`config.mk`:
```
export PLATFORM = sky130hd
export DESIGN_NAME = rv32i_lsu_mem_port
export DESIGN_NICKNAME = d
export VERILOG_FILES = /design/src/rtl/rv32i_lsu_mem_port.sv
export SDC_FILE = /design/constraint.sdc
export NUM_CORES = 1
export LEC_CHECK = 0
export BUFFER_PORTS_ARGS = -buffer_cell sky130_fd_sc_hd__buf_2
export CORE_MARGIN = 3
export CORE_UTILIZATION = 49
export DETAILED_ROUTE_END_ITERATION = 6
export GPL_TIMING_DRIVEN = 0
export PLACE_DENSITY_LB_ADDON = 0.25
export SLEW_MARGIN = 15
export SYNTH_ARGS = -nofsm -noshare
export SYNTH_HDL_FRONTEND = slang
export SYNTH_SLANG_ARGS = --single-unit
```
`constraint.sdc`:
```
create_clock -name clk -period 3 [get_ports clk]
set_input_delay 0.15 -clock clk [delete_from_list [all_inputs] [get_ports clk]]
set_output_delay 0.15 -clock clk [all_outputs]
set_load 0.005 [all_outputs]
```
`src/rtl/rv32i_lsu_mem_port.sv`:
```
// rv32i_lsu_mem_port: RV32I load/store unit driving one request/grant/response data-memory port.
// Latency: store accept->o_done 2 cycles, load accept->o_wb_valid 3 cycles (minimum, gnt/rvalid immediate).
// Backpressure: one operation in flight; o_ready low from the cycle after acceptance until retire/error.
//
// Ports:
//   clk, rst_n                 core clock, async active-low reset
//   i_valid / o_ready          operation handshake (accepted on i_valid && o_ready)
//   i_is_load, i_is_store      operation class; both or neither is illegal
//   i_f3, i_addr, i_wdata, i_rd  funct3, effective byte address, store data, load destination
//   o_mem_req/i_mem_gnt        memory request handshake; we/addr/be/wdata held until grant
//   i_mem_rvalid/i_mem_rdata   read response, only sampled while waiting for it
//   o_wb_valid/o_wb_rd/o_wb_data  load writeback (one-cycle pulse, data held between loads)
//   o_done, o_err, o_err_cause  retire pulse, error pulse, sticky error cause
module rv32i_lsu_mem_port #(
  parameter int unsigned TIMEOUT_CYC = 64
) (
  input  logic        clk,
  input  logic        rst_n,
  input  logic        i_valid,
  output logic        o_ready,
  input  logic        i_is_load,
  input  logic        i_is_store,
  input  logic [2:0]  i_f3,
  input  logic [31:0] i_addr,
  input  logic [31:0] i_wdata,
  input  logic [4:0]  i_rd,
  output logic        o_mem_req,
  input  logic        i_mem_gnt,
  output logic        o_mem_we,
  output logic [31:0] o_mem_addr,
  output logic [3:0]  o_mem_be,
  output logic [31:0] o_mem_wdata,
  input  logic        i_mem_rvalid,
  input  logic [31:0] i_mem_rdata,
  output logic        o_wb_valid,
  output logic [4:0]  o_wb_rd,
  output logic [31:0] o_wb_data,
  output logic        o_done,
  output logic        o_err,
  output logic [1:0]  o_err_cause
);

  // Counter only has to reach TIMEOUT_CYC-1; the expiry check fires on that count.
  localparam int unsigned CNT_W   = (TIMEOUT_CYC < 2) ? 1 : $clog2(TIMEOUT_CYC);
  localparam int unsigned TO_LAST = (TIMEOUT_CYC == 0) ? 0 : TIMEOUT_CYC - 1;

  localparam logic [1:0] CAUSE_MISAL   = 2'b01;
  localparam logic [1:0] CAUSE_ILLEGAL = 2'b10;
  localparam logic [1:0] CAUSE_TIMEOUT = 2'b11;

  typedef enum logic [2:0] {
    S_IDLE,
    S_REQ,
    S_WAIT,
    S_DONE,
    S_ERR
  } state_e;

  state_e      state_q;
  logic        ready_q;
  logic        is_load_q;
  logic [2:0]  f3_q;
  logic [1:0]  off_q;
  logic [4:0]  rd_q;
  logic [CNT_W-1:0] cnt_q;

  logic        mem_req_q;
  logic        mem_we_q;
  logic [31:0] mem_addr_q;
  logic [3:0]  mem_be_q;
  logic [31:0] mem_wdata_q;
  logic        wb_valid_q;
  logic [4:0]  wb_rd_q;
  logic [31:0] wb_data_q;
  logic        done_q;
  logic        err_q;
  logic [1:0]  err_cause_q;

  // Acceptance-time decode of the incoming operation.
  logic        op_load_d;
  logic        op_store_d;
  logic        illegal_d;
  logic        misal_d;
  logic [3:0]  be_d;
  logic [31:0] wdata_d;

  always_comb begin
    op_load_d  = i_is_load & ~i_is_store;
    op_store_d = i_is_store & ~i_is_load;

    // Anything that is not exactly one of load/store stays illegal.
    illegal_d = 1'b1;
    if (op_load_d) begin
      case (i_f3)
        3'b000, 3'b001, 3'b010, 3'b100, 3'b101: illegal_d = 1'b0;
        default:                                illegal_d = 1'b1;
      endcase
    end else if (op_store_d) begin
      case (i_f3)
        3'b000, 3'b001, 3'b010: illegal_d = 1'b0;
        default:                illegal_d = 1'b1;
      endcase
    end

    // f3[1:0] encodes access size for every legal load/store.
    misal_d = 1'b0;
    case (i_f3[1:0])
      2'b01:   misal_d = i_addr[0];
      2'b10:   misal_d = |i_addr[1:0];
      default: misal_d = 1'b0;
    endcase

    case (i_f3[1:0])
      2'b00:   be_d = 4'b0001 << i_addr[1:0];
      2'b01:   be_d = 4'b0011 << i_addr[1:0];
      default: be_d = 4'b1111;
    endcase

    // Replicating store data across lanes makes it valid for any offset; be picks the lane.
    wdata_d = 32'h0;
    if (op_store_d) begin
      case (i_f3[1:0])
        2'b00:   wdata_d = {4{i_wdata[7:0]}};
        2'b01:   wdata_d = {2{i_wdata[15:0]}};
        default: wdata_d = i_wdata;
      endcase
    end
  end

  // Load data extraction: bring the addressed lane down to bit 0, then extend.
  logic [31:0] rd_shift;
  logic [31:0] ld_ext;

  always_comb begin
    rd_shift = i_mem_rdata >> {off_q, 3'b000};
    case (f3_q)
      3'b000:  ld_ext = {{24{rd_shift[7]}}, rd_shift[7:0]};
      3'b001:  ld_ext = {{16{rd_shift[15]}}, rd_shift[15:0]};
      3'b100:  ld_ext = {24'h0, rd_shift[7:0]};
      3'b101:  ld_ext = {16'h0, rd_shift[15:0]};
      default: ld_ext = rd_shift;
    endcase
  end

  // Single-process FSM; every output is a register.
  always_ff @(posedge clk or negedge rst_n) begin
    if (!rst_n) begin
      state_q     <= S_IDLE;
      ready_q     <= 1'b1;
      is_load_q   <= 1'b0;
      f3_q        <= 3'b000;
      off_q       <= 2'b00;
      rd_q        <= 5'd0;
      cnt_q       <= '0;
      mem_req_q   <= 1'b0;
      mem_we_q    <= 1'b0;
      mem_addr_q  <= 32'h0;
      mem_be_q    <= 4'h0;
      mem_wdata_q <= 32'h0;
      wb_valid_q  <= 1'b0;
      wb_rd_q     <= 5'd0;
      wb_data_q   <= 32'h0;
      done_q      <= 1'b0;
      err_q       <= 1'b0;
      err_cause_q <= 2'b00;
    end else begin
      // Pulses default low; set only on the transition that produces them.
      wb_valid_q <= 1'b0;
      done_q     <= 1'b0;
      err_q      <= 1'b0;

      case (state_q)
        S_IDLE: begin
          if (i_valid && ready_q) begin
            ready_q   <= 1'b0;
            is_load_q <= op_load_d;
            f3_q      <= i_f3;
            off_q     <= i_addr[1:0];
            rd_q      <= i_rd;
            if (illegal_d) begin
              state_q     <= S_ERR;
              err_q       <= 1'b1;
              err_cause_q <= CAUSE_ILLEGAL;
            end else if (misal_d) begin
              state_q     <= S_ERR;
              err_q       <= 1'b1;
              err_cause_q <= CAUSE_MISAL;
            end else begin
              state_q     <= S_REQ;
              mem_req_q   <= 1'b1;
              mem_we_q    <= op_store_d;
              mem_addr_q  <= {i_addr[31:2], 2'b00};
              mem_be_q    <= be_d;
              mem_wdata_q <= wdata_d;
            end
          end
        end

        S_REQ: begin
          // rvalid in the grant cycle is deliberately not looked at here.
          if (i_mem_gnt) begin
            mem_req_q <= 1'b0;
            if (is_load_q) begin
              state_q <= S_WAIT;
              cnt_q   <= '0;
            end else begin
              state_q <= S_DONE;
              done_q  <= 1'b1;
            end
          end
        end

        S_WAIT: begin
          if (i_mem_rvalid) begin
            state_q    <= S_DONE;
            wb_valid_q <= 1'b1;
            wb_rd_q    <= rd_q;
            wb_data_q  <= ld_ext;
            done_q     <= 1'b1;
          end else if ((TIMEOUT_CYC != 0) && (cnt_q == CNT_W'(TO_LAST))) begin
            state_q     <= S_ERR;
            err_q       <= 1'b1;
            err_cause_q <= CAUSE_TIMEOUT;
          end else begin
            cnt_q <= cnt_q + CNT_W'(1);
          end
        end

        // Both states exist only to show their pulse for one cycle.
        S_DONE, S_ERR: begin
          state_q <= S_IDLE;
          ready_q <= 1'b1;
        end

        default: begin
          state_q   <= S_IDLE;
          ready_q   <= 1'b1;
          mem_req_q <= 1'b0;
        end
      endcase
    end
  end

  assign o_ready     = ready_q;
  assign o_mem_req   = mem_req_q;
  assign o_mem_we    = mem_we_q;
  assign o_mem_addr  = mem_addr_q;
  assign o_mem_be    = mem_be_q;
  assign o_mem_wdata = mem_wdata_q;
  assign o_wb_valid  = wb_valid_q;
  assign o_wb_rd     = wb_rd_q;
  assign o_wb_data   = wb_data_q;
  assign o_done      = done_q;
  assign o_err       = err_q;
  assign o_err_cause = err_cause_q;

endmodule

```
==> results of run 1 <==
[power by group through the flow]
stage	Combinational [mW]	Sequential, mW	Clock, mW
after floorplan	0.0808	1.80	0
after global placement	0.218	1.80	0
after detailed placement	0.230	1.80	0
after CTS	0.282	1.77	2.24
after global routing	0.311	1.77	2.32
final	0.283	1.77	2.21
[routing by layer]
layer / global-route usage [%] / share of wire [%]
met1: 30.6 / 39
met2: 45.3 / 52
met3: 7.10 / 6.9
met4: 10.4 / 2.4
met5: 0 / 0
[per-stage QoR]
stage / hold WS, ns / setup WS, ns / power (mW) / std cells / instance area, um2
floorplan: -0.146 / 0.792 / 1.88 / 542 / 5950
global placement: 0.362 / 0.0950 / 2.02 / 906 / 7240
detailed placement: 0.197 / 0.274 / 2.03 / 907 / 7270
CTS: 0.000835 / 0.456 / 4.29 / 987 / 8400
global route: 0.00712 / 0.171 / 4.40 / 988 / 8400
finish: 0.0159 / 0.373 / 4.26 / 988 / 8400
[logic make-up after synthesis]
group                    after synthesis  synth area share [%]
buffers and inverters                 47                  3.49
AND/OR/NAND/NOR                      152                  12.5
other                                  1                0.0630
adder cells (fa/ha/maj)                4                 0.841
multiplexers                          69                  12.5
AO/OA/AOI/OAI                        137                  15.5
flip-flops                           131                  55.1
[what timing repair did]
action | 4_1_cts | 5_1_grt
endpoints found under the hold margin | 117 | 0
hold buffers | 49 | 0
endpoints found under the setup margin | 0 | 0
[state kept, by name, indices dropped and copies added (netlist names), 2 cells and up]
| signal | flops |
|---|---|
| o_mem_wdata | 32 |
| o_wb_data | 32 |
| o_mem_addr | 30 |
| cnt_q | 6 |
| o_wb_rd | 5 |
| rd_q | 5 |
| o_mem_be | 4 |
| f3_q | 3 |
| state_q | 3 |
| o_err_cause | 2 |
| off_q | 2 |
[cell type report]
cell class	instances	share of cell area [%]
Inverter	8	0.358
Sequential cell	131	39.0
Multi-Input combinational cell	364	29.4
Timing Repair Buffer	271	19.4
Tap cell	143	2.13
Clock buffer	19	5.39
Clock inverter	12	2.16
Buffer	39	2.12
Antenna cell	1	0.0298
[cell usage in the layout (no fill, tap or decap), types with 16 or more instances in the layout]
cell type / count
buf_2: 227
dfrtp_1: 130
nand2_1: 64
dlygate4sd3_1: 49
mux2_2: 42
a21oi_1: 36
o21ai_0: 35
nor2_1: 27
mux2i_1: 26
clkbuf_1: 25
nand3_1: 24
o2bb2ai_1: 24
clkbuf_16: 17
a22o_1: 16
[worst paths after layout]
kind	endpoint	slack, ns	depth (start not counted)
worst max-delay path	o_wb_data[29]$_DFFE_PN0P_	0.37	5
worst min-delay path	o_mem_wdata[17]$_DFFE_PN0P_	0.02	3
worst max register to register	o_wb_data[29]$_DFFE_PN0P_	0.37	5
worst min register to register	o_wb_rd[4]$_DFFE_PN0P_	0.47	2
max in group asynchronous	o_ready$_DFFE_PN1P_	1.92	3
min in group asynchronous	o_wb_data[11]$_DFFE_PN0P_	0.31	2
[critical path: stages (launching register included)]
cell       delay (ns)
dfrtp_1          0.32
clkbuf_1         0.33
nor2b_1          0.46
a2bb2oi_1        0.20
a211oi_1         1.02
a221o_1          0.24
==> impl_results.html, run 1 <==
<table>
<tr><th>Metric</th><th>Value</th></tr>
<tr><th colspan="2">STA</th></tr>
<tr><td>Setup TNS</td><td>0 ns</td></tr>
<tr><td>Final hold violation count</td><td>0</td></tr>
<tr><td>Setup repair after global routing missed its margin</td><td>false</td></tr>
<tr><td>Final-report max-slew violation count</td><td>0</td></tr>
<tr><td>Post-route minimum period</td><td>2.63 ns</td></tr>
<tr><td>Worst-Margin Slew</td><td>1.19 ns</td></tr>
<tr><td>Relative slew slack</td><td>19.9%</td></tr>
<tr><td>Largest clock skew in the final design</td><td>0.00964 ns</td></tr>
<tr><td>Number of failing setup endpoints in the final timing report</td><td>0</td></tr>
<tr><td>Tcrit/Tclk final</td><td>87.6%</td></tr>
<tr><td>Max Clock Freq</td><td>0.381 GHz</td></tr>
<tr><th colspan="2">Synthesis</th></tr>
<tr><td>Netlist area before placement</td><td>5950 um2</td></tr>
<tr><td>Cell taking the most area after synthesis</td><td>dfrtp_1</td></tr>
<tr><td>Number of distinct library cells after synthesis</td><td>51</td></tr>
<tr><td>Top post-synthesis cells by count</td><td>130 x dfrtp_1, 64 x nand2_1, 42 x mux2_2</td></tr>
<tr><td>Seq cells post-synth</td><td>131</td></tr>
<tr><td>Number of enable-type register cells in the synthesized netlist</td><td>0</td></tr>
<tr><td>Cell count after synthesis</td><td>541</td></tr>
<tr><td>Post-synth ARST share</td><td>100%</td></tr>
<tr><td>Prevailing post-synth register cell</td><td>dfrtp_1</td></tr>
<tr><td>Seq/Total Area, Yosys</td><td>55.1%</td></tr>
<tr><td>Top cells by area in the synthesized netlist</td><td>dfrtp_1 55%, mux2_2 7.9%, mux2i_1 4.4%</td></tr>
<tr><td>Mean cell area of the mapped netlist</td><td>11.0 um2</td></tr>
<tr><td>Most frequently used cell type in the post-synthesis netlist</td><td>dfrtp_1</td></tr>
<tr><td>Share of the synthesized area in the top cell type</td><td>54.7%</td></tr>
<tr><td>Synth warnings</td><td>0</td></tr>
<tr><th colspan="2">CTS</th></tr>
<tr><td>Setup fix buffers added after clock tree synthesis</td><td>0</td></tr>
<tr><td>CTS Buf Count</td><td>17</td></tr>
<tr><td>Root Buffer Master</td><td>clkbuf_16</td></tr>
<tr><td>Post-CTS sizing</td><td>0</td></tr>
<tr><td>Clock-pin slew on the worst setup and hold paths</td><td>0.06 ns</td></tr>
<tr><td>TritonCTS clock tree</td><td>yes</td></tr>
<tr><td>CTS HTree Levels</td><td>4</td></tr>
<tr><td>Buffers from clock root to sink, at most</td><td>2</td></tr>
<tr><td>Clock latency on the worst-skew pair</td><td>0.42 ns</td></tr>
<tr><td>Clock net sink count</td><td>131</td></tr>
<tr><th colspan="2">Final layout</th></tr>
<tr><td>Sequential cell area</td><td>3280 um2</td></tr>
<tr><td>Fraction of layout cells with a size suffix above 1</td><td>37.2%</td></tr>
<tr><td>Combined area of the multi-input logic cells</td><td>2470 um2</td></tr>
<tr><td>Fillcell total</td><td>820</td></tr>
<tr><td>Area added between synthesis and finish</td><td>41.2%</td></tr>
<tr><td>Final Util</td><td>72.0%</td></tr>
<tr><td>Fin nets</td><td>947</td></tr>
<tr><th colspan="2">Hold path</th></tr>
<tr><td>Min-Delay Startpoint</td><td>i_wdata[17]</td></tr>
<tr><td>Class of the worst hold path</td><td>input pin to flip-flop</td></tr>
<tr><th colspan="2">Floorplanning</th></tr>
<tr><td>Effective utilization at floorplan</td><td>51.0%</td></tr>
<tr><td>Top-level port count</td><td>224</td></tr>
<tr><td>Placement row count</td><td>39</td></tr>
<tr><td>Core Region</td><td>11700 um2</td></tr>
<tr><td>DIE WIDTH</td><td>116 um</td></tr>
<tr><td>Die boundary height</td><td>116 um</td></tr>
<tr><td>Die area</td><td>13500 um2</td></tr>
<tr><th colspan="2">Pwr</th></tr>
<tr><td>Worst VDD drop</td><td>0.000380 V</td></tr>
<tr><td>Part of the power in registers</td><td>41.5%</td></tr>
<tr><td>Cell internal power dissipation</td><td>3.34 mW</td></tr>
<tr><td>Combinational fraction of design power</td><td>6.6%</td></tr>
<tr><td>Leakage</td><td>4.47 nW</td></tr>
<tr><td>Switching part of the total</td><td>21.7%</td></tr>
<tr><td>Sw Pwr</td><td>0.925 mW</td></tr>
<tr><td>Part of the total power dissipated in the clock network</td><td>51.9%</td></tr>
<tr><td>Ratio of total power to cell area</td><td>508 nW/um2</td></tr>
<tr><th colspan="2">Run</th></tr>
<tr><td>Number of maximum-capacitance constraint violations</td><td>0</td></tr>
<tr><th colspan="2">Placed design</th></tr>
<tr><td>Number of I/O port buffers</td><td>221</td></tr>
<tr><td>Detail Placement HPWL</td><td>12200 um</td></tr>
<tr><td>Final estimated routing congestion in global placement</td><td>0.917</td></tr>
<tr><th colspan="2">Worst setup path</th></tr>
<tr><td>Type of element launching the critical path</td><td>flip-flop</td></tr>
<tr><td>Critical path peak fanout</td><td>10</td></tr>
<tr><td>Data arrival, critical path</td><td>2.96 ns</td></tr>
<tr><td>Sort of element at the end of the critical path</td><td>flip-flop</td></tr>
<tr><td>Worst setup path startpoint</td><td>off_q[1]$_DFFE_PN0P_</td></tr>
<tr><td>Critical path data required time</td><td>3.34 ns</td></tr>
<tr><td>Worst Setup Path Type</td><td>flip-flop to flip-flop</td></tr>
<tr><td>Start of the worst register-to-register path</td><td>off_q[1]$_DFFE_PN0P_</td></tr>
<tr><th colspan="2">GRT</th></tr>
<tr><td>Initial antenna violation count</td><td>1</td></tr>
<tr><td>Overall overflow remaining after global route</td><td>0</td></tr>
<tr><td>GRT Resource Usage Total</td><td>26.0%</td></tr>
<tr><td>Pin count of the biggest net entering global routing</td><td>71</td></tr>
<tr><td>Via count of the first global-routing pass</td><td>5614</td></tr>
<tr><td>Wire length of the first global-routing pass</td><td>27300 um</td></tr>
<tr><th colspan="2">Drt</th></tr>
<tr><td>Average via count per standard cell</td><td>5.55</td></tr>
<tr><td>DRT Wirelength</td><td>17400 um</td></tr>
<tr><td>Routed vias</td><td>5488</td></tr>
<tr><td>Remaining antenna violation count after routing</td><td>0</td></tr>
<tr><td>Average detailed-routed wire length per instance</td><td>17.6 um</td></tr>
<tr><td>Router iterations before antenna repair</td><td>5</td></tr>
<tr><td>Number of DRC markers after the initial detailed-route iteration</td><td>342</td></tr>
<tr><td>Remaining design rule violation count</td><td>0</td></tr>
<tr><th colspan="2">Status</th></tr>
<tr><td>Run status</td><td>finished clean</td></tr>
</table>
No activity file was read; power rests on OpenSTA's default activity.
==> inputs of run 2 (changes only) <==
RECOVER_POWER = 50   (was not set)
==> impl_results.html, run 2 (synthesis gave the netlist of run 1 again) <==
<table>
<tr><th>Metric</th><th>Value</th></tr>
<tr><th colspan="2">Placed design</th></tr>
<tr><td>Placement Setup Slack</td><td>0.274 ns</td></tr>
<tr><td>Number of I/O port buffers</td><td>221</td></tr>
<tr><td>Detail Placement HPWL</td><td>12200 um</td></tr>
<tr><td>Final estimated routing congestion in global placement</td><td>0.917</td></tr>
<tr><th colspan="2">Worst setup path</th></tr>
<tr><td>Crit-path slowest cell</td><td>a211oi_1</td></tr>
<tr><td>Critical path peak fanout</td><td>10</td></tr>
<tr><td>Sort of element at the end of the critical path</td><td>flip-flop</td></tr>
<tr><td>List of cells traversed by the critical path</td><td>clkbuf_1 -&gt; nor2b_1 -&gt; a2bb2oi_1 -&gt; a211oi_1 -&gt; a221o_1</td></tr>
<tr><td>Data arrival, critical path</td><td>2.94 ns</td></tr>
<tr><td>Critical path data required time</td><td>3.34 ns</td></tr>
<tr><td>Cell type group with the largest total delay on the critical path</td><td>compound AO/OA/AOI/OAI gates</td></tr>
<tr><td>Worst Setup Path Type</td><td>flip-flop to flip-flop</td></tr>
<tr><td>Critical path buffer and inverter count</td><td>1</td></tr>
<tr><td>Largest stage delay on the critical path</td><td>1.00 ns</td></tr>
<tr><td>Type of element launching the critical path</td><td>flip-flop</td></tr>
<tr><th colspan="2">Status</th></tr>
<tr><td>Failing checks</td><td>max-capacitance violations, max-slew violations</td></tr>
<tr><td>Run status</td><td>finished, violations left</td></tr>
<tr><th colspan="2">CTS</th></tr>
<tr><td>Buffers from clock root to sink, at most</td><td>2</td></tr>
<tr><td>Clock-pin slew on the worst setup and hold paths</td><td>0.06 ns</td></tr>
<tr><td>Total of hold buffers inserted after clock tree synthesis</td><td>49</td></tr>
<tr><td>Post-CTS sizing</td><td>0</td></tr>
<tr><td>Clock latency on the worst-skew pair</td><td>0.42 ns</td></tr>
<tr><td>Setup fix buffers added after clock tree synthesis</td><td>0</td></tr>
<tr><td>CTS HTree Levels</td><td>4</td></tr>
<tr><td>Clock net sink count</td><td>131</td></tr>
<tr><td>Root Buffer Master</td><td>clkbuf_16</td></tr>
<tr><td>TritonCTS clock tree</td><td>yes</td></tr>
<tr><td>CTS Buf Count</td><td>17</td></tr>
<tr><th colspan="2">STA</th></tr>
<tr><td>Final Worst Setup Slack</td><td>0.391 ns</td></tr>
<tr><td>Worst-Margin Slew</td><td>1.78 ns</td></tr>
<tr><td>Relative slew slack</td><td>-18.4%</td></tr>
<tr><td>Number of failing setup endpoints in the final timing report</td><td>0</td></tr>
<tr><td>Post-route minimum period</td><td>2.61 ns</td></tr>
<tr><td>Tcrit/Tclk final</td><td>87.0%</td></tr>
<tr><td>Final hold violation count</td><td>0</td></tr>
<tr><td>Max Clock Freq</td><td>0.383 GHz</td></tr>
<tr><td>Setup repair after global routing missed its margin</td><td>false</td></tr>
<tr><td>Largest clock skew in the final design</td><td>0.0103 ns</td></tr>
<tr><td>Setup TNS</td><td>0 ns</td></tr>
<tr><td>Final-report max-slew violation count</td><td>70</td></tr>
<tr><th colspan="2">GRT</th></tr>
<tr><td>Pin count of the biggest net entering global routing</td><td>71</td></tr>
<tr><td>GRT Resource Usage Total</td><td>26.0%</td></tr>
<tr><td>Initial antenna violation count</td><td>1</td></tr>
<tr><td>Via count of the first global-routing pass</td><td>5614</td></tr>
<tr><td>Wire length of the first global-routing pass</td><td>27300 um</td></tr>
<tr><td>Overall overflow remaining after global route</td><td>0</td></tr>
<tr><th colspan="2">Pwr</th></tr>
<tr><td>Sw Pwr</td><td>0.925 mW</td></tr>
<tr><td>Part of the power in registers</td><td>41.5%</td></tr>
<tr><td>Leakage</td><td>4.18 nW</td></tr>
<tr><td>Ratio of total power to cell area</td><td>513 nW/um2</td></tr>
<tr><td>Part of the total power dissipated in the clock network</td><td>51.9%</td></tr>
<tr><td>Combinational fraction of design power</td><td>6.6%</td></tr>
<tr><td>Switching part of the total</td><td>21.7%</td></tr>
<tr><td>Worst VDD drop</td><td>0.000379 V</td></tr>
<tr><td>Cell internal power dissipation</td><td>3.34 mW</td></tr>
<tr><th colspan="2">Final layout</th></tr>
<tr><td>Top library cells by usage in the layout, fill and taps aside</td><td>161 x buf_2, 130 x dfrtp_1, 91 x clkbuf_1</td></tr>
<tr><td>Final Util</td><td>71.3%</td></tr>
<tr><td>Most common library cell in the layout ignoring fill and taps</td><td>buf_2</td></tr>
<tr><td>Area added between synthesis and finish</td><td>39.7%</td></tr>
<tr><td>Fin nets</td><td>947</td></tr>
<tr><td>Fraction of layout cells with a size suffix above 1</td><td>29.4%</td></tr>
<tr><td>Fillcell total</td><td>868</td></tr>
<tr><td>Combined area of the multi-input logic cells</td><td>2470 um2</td></tr>
<tr><td>Sequential cell area</td><td>3280 um2</td></tr>
<tr><th colspan="2">Floorplanning</th></tr>
<tr><td>Die area</td><td>13500 um2</td></tr>
<tr><td>Core Region</td><td>11700 um2</td></tr>
<tr><td>Die boundary height</td><td>116 um</td></tr>
<tr><td>Top-level port count</td><td>224</td></tr>
<tr><td>DIE WIDTH</td><td>116 um</td></tr>
<tr><td>Placement row count</td><td>39</td></tr>
<tr><td>Effective utilization at floorplan</td><td>51.0%</td></tr>
<tr><th colspan="2">Drt</th></tr>
<tr><td>Router iterations before antenna repair</td><td>5</td></tr>
<tr><td>Number of DRC markers after the initial detailed-route iteration</td><td>365</td></tr>
<tr><td>DRT Wirelength</td><td>17400 um</td></tr>
<tr><td>Routed vias</td><td>5469</td></tr>
<tr><td>Remaining antenna violation count after routing</td><td>0</td></tr>
<tr><td>Average detailed-routed wire length per instance</td><td>17.6 um</td></tr>
<tr><td>Average via count per standard cell</td><td>5.54</td></tr>
<tr><td>Remaining design rule violation count</td><td>0</td></tr>
<tr><th colspan="2">Run</th></tr>
<tr><td>Number of maximum-capacitance constraint violations</td><td>1</td></tr>
<tr><th colspan="2">Hold path</th></tr>
<tr><td>Class of the worst hold path</td><td>input pin to flip-flop</td></tr>
</table>
==> run 2: cell count changes in the layout (fill, tap and decap cells not counted), sizes merged <==
cell    delta
buf       -67
clkbuf    +67
==> run 2: through the flow <==
stage                     cell area (um2)  total power [mW]  hold WS (ns)  std cells
after floorplan                      5950              1.88        -0.146        542
after global placement               7240              2.02         0.362        906
after detailed placement             7270              2.03         0.197        907
after CTS                            8400              4.29      0.000835        987
after global routing                 8310              4.40       0.00712        988
final                                8310              4.26        0.0173        988
==> run 2: area by class of cell <==
class | count | area share [%]
Sequential cell | 131 | 39.5
Multi-Input combinational cell | 364 | 29.7
Timing Repair Buffer | 271 | 18.5
Clock buffer | 19 | 5.45
Clock inverter | 12 | 2.18
Tap cell | 143 | 2.15
Buffer | 39 | 2.14
Inverter | 8 | 0.361
Antenna cell | 1 | 0.0301
==> run 2: power groups by stage <==
| stage | logic [mW] | registers (mW) | clock network [mW] |
|---|---|---|---|
| after floorplan | 0.0808 | 1.80 | 0 |
| after global placement | 0.218 | 1.80 | 0 |
| after detailed placement | 0.230 | 1.80 | 0 |
| after CTS | 0.282 | 1.77 | 2.24 |
| after global routing | 0.310 | 1.77 | 2.32 |
| final | 0.282 | 1.77 | 2.21 |
==> run 2: final timing paths <==
path | start | to | slack [ns] | cells past startpoint
max | off_q[1]$_DFFE_PN0P_ | o_wb_data[29]$_DFFE_PN0P_ | 0.39 | 5
min | i_wdata[17] | o_mem_wdata[17]$_DFFE_PN0P_ | 0.02 | 3
max reg2reg | off_q[1]$_DFFE_PN0P_ | o_wb_data[29]$_DFFE_PN0P_ | 0.39 | 5
min reg2reg | rd_q[4]$_DFFE_PN0P_ | o_wb_rd[4]$_DFFE_PN0P_ | 0.47 | 2
max in group asynchronous | rst_n | o_ready$_DFFE_PN1P_ | 1.17 | 3
min in group asynchronous | rst_n | o_wb_data[11]$_DFFE_PN0P_ | 0.75 | 2
==> run 2: layer usage <==
layer / wire length [um] / track usage, % / vias to the layer above
met5: 0 / 0 / -
met4: 371 / 10.4 / 0
met3: 1200 / 7.10 / 30
met2: 9020 / 45.3 / 246
met1: 6830 / 30.6 / 2672
li1: - / - / 2521
==> run 2: worst min-delay path, cell delays in order <==
cell,delay [ns]
buf_2,0.08
mux2i_1,0.06
o2bb2ai_1,0.12
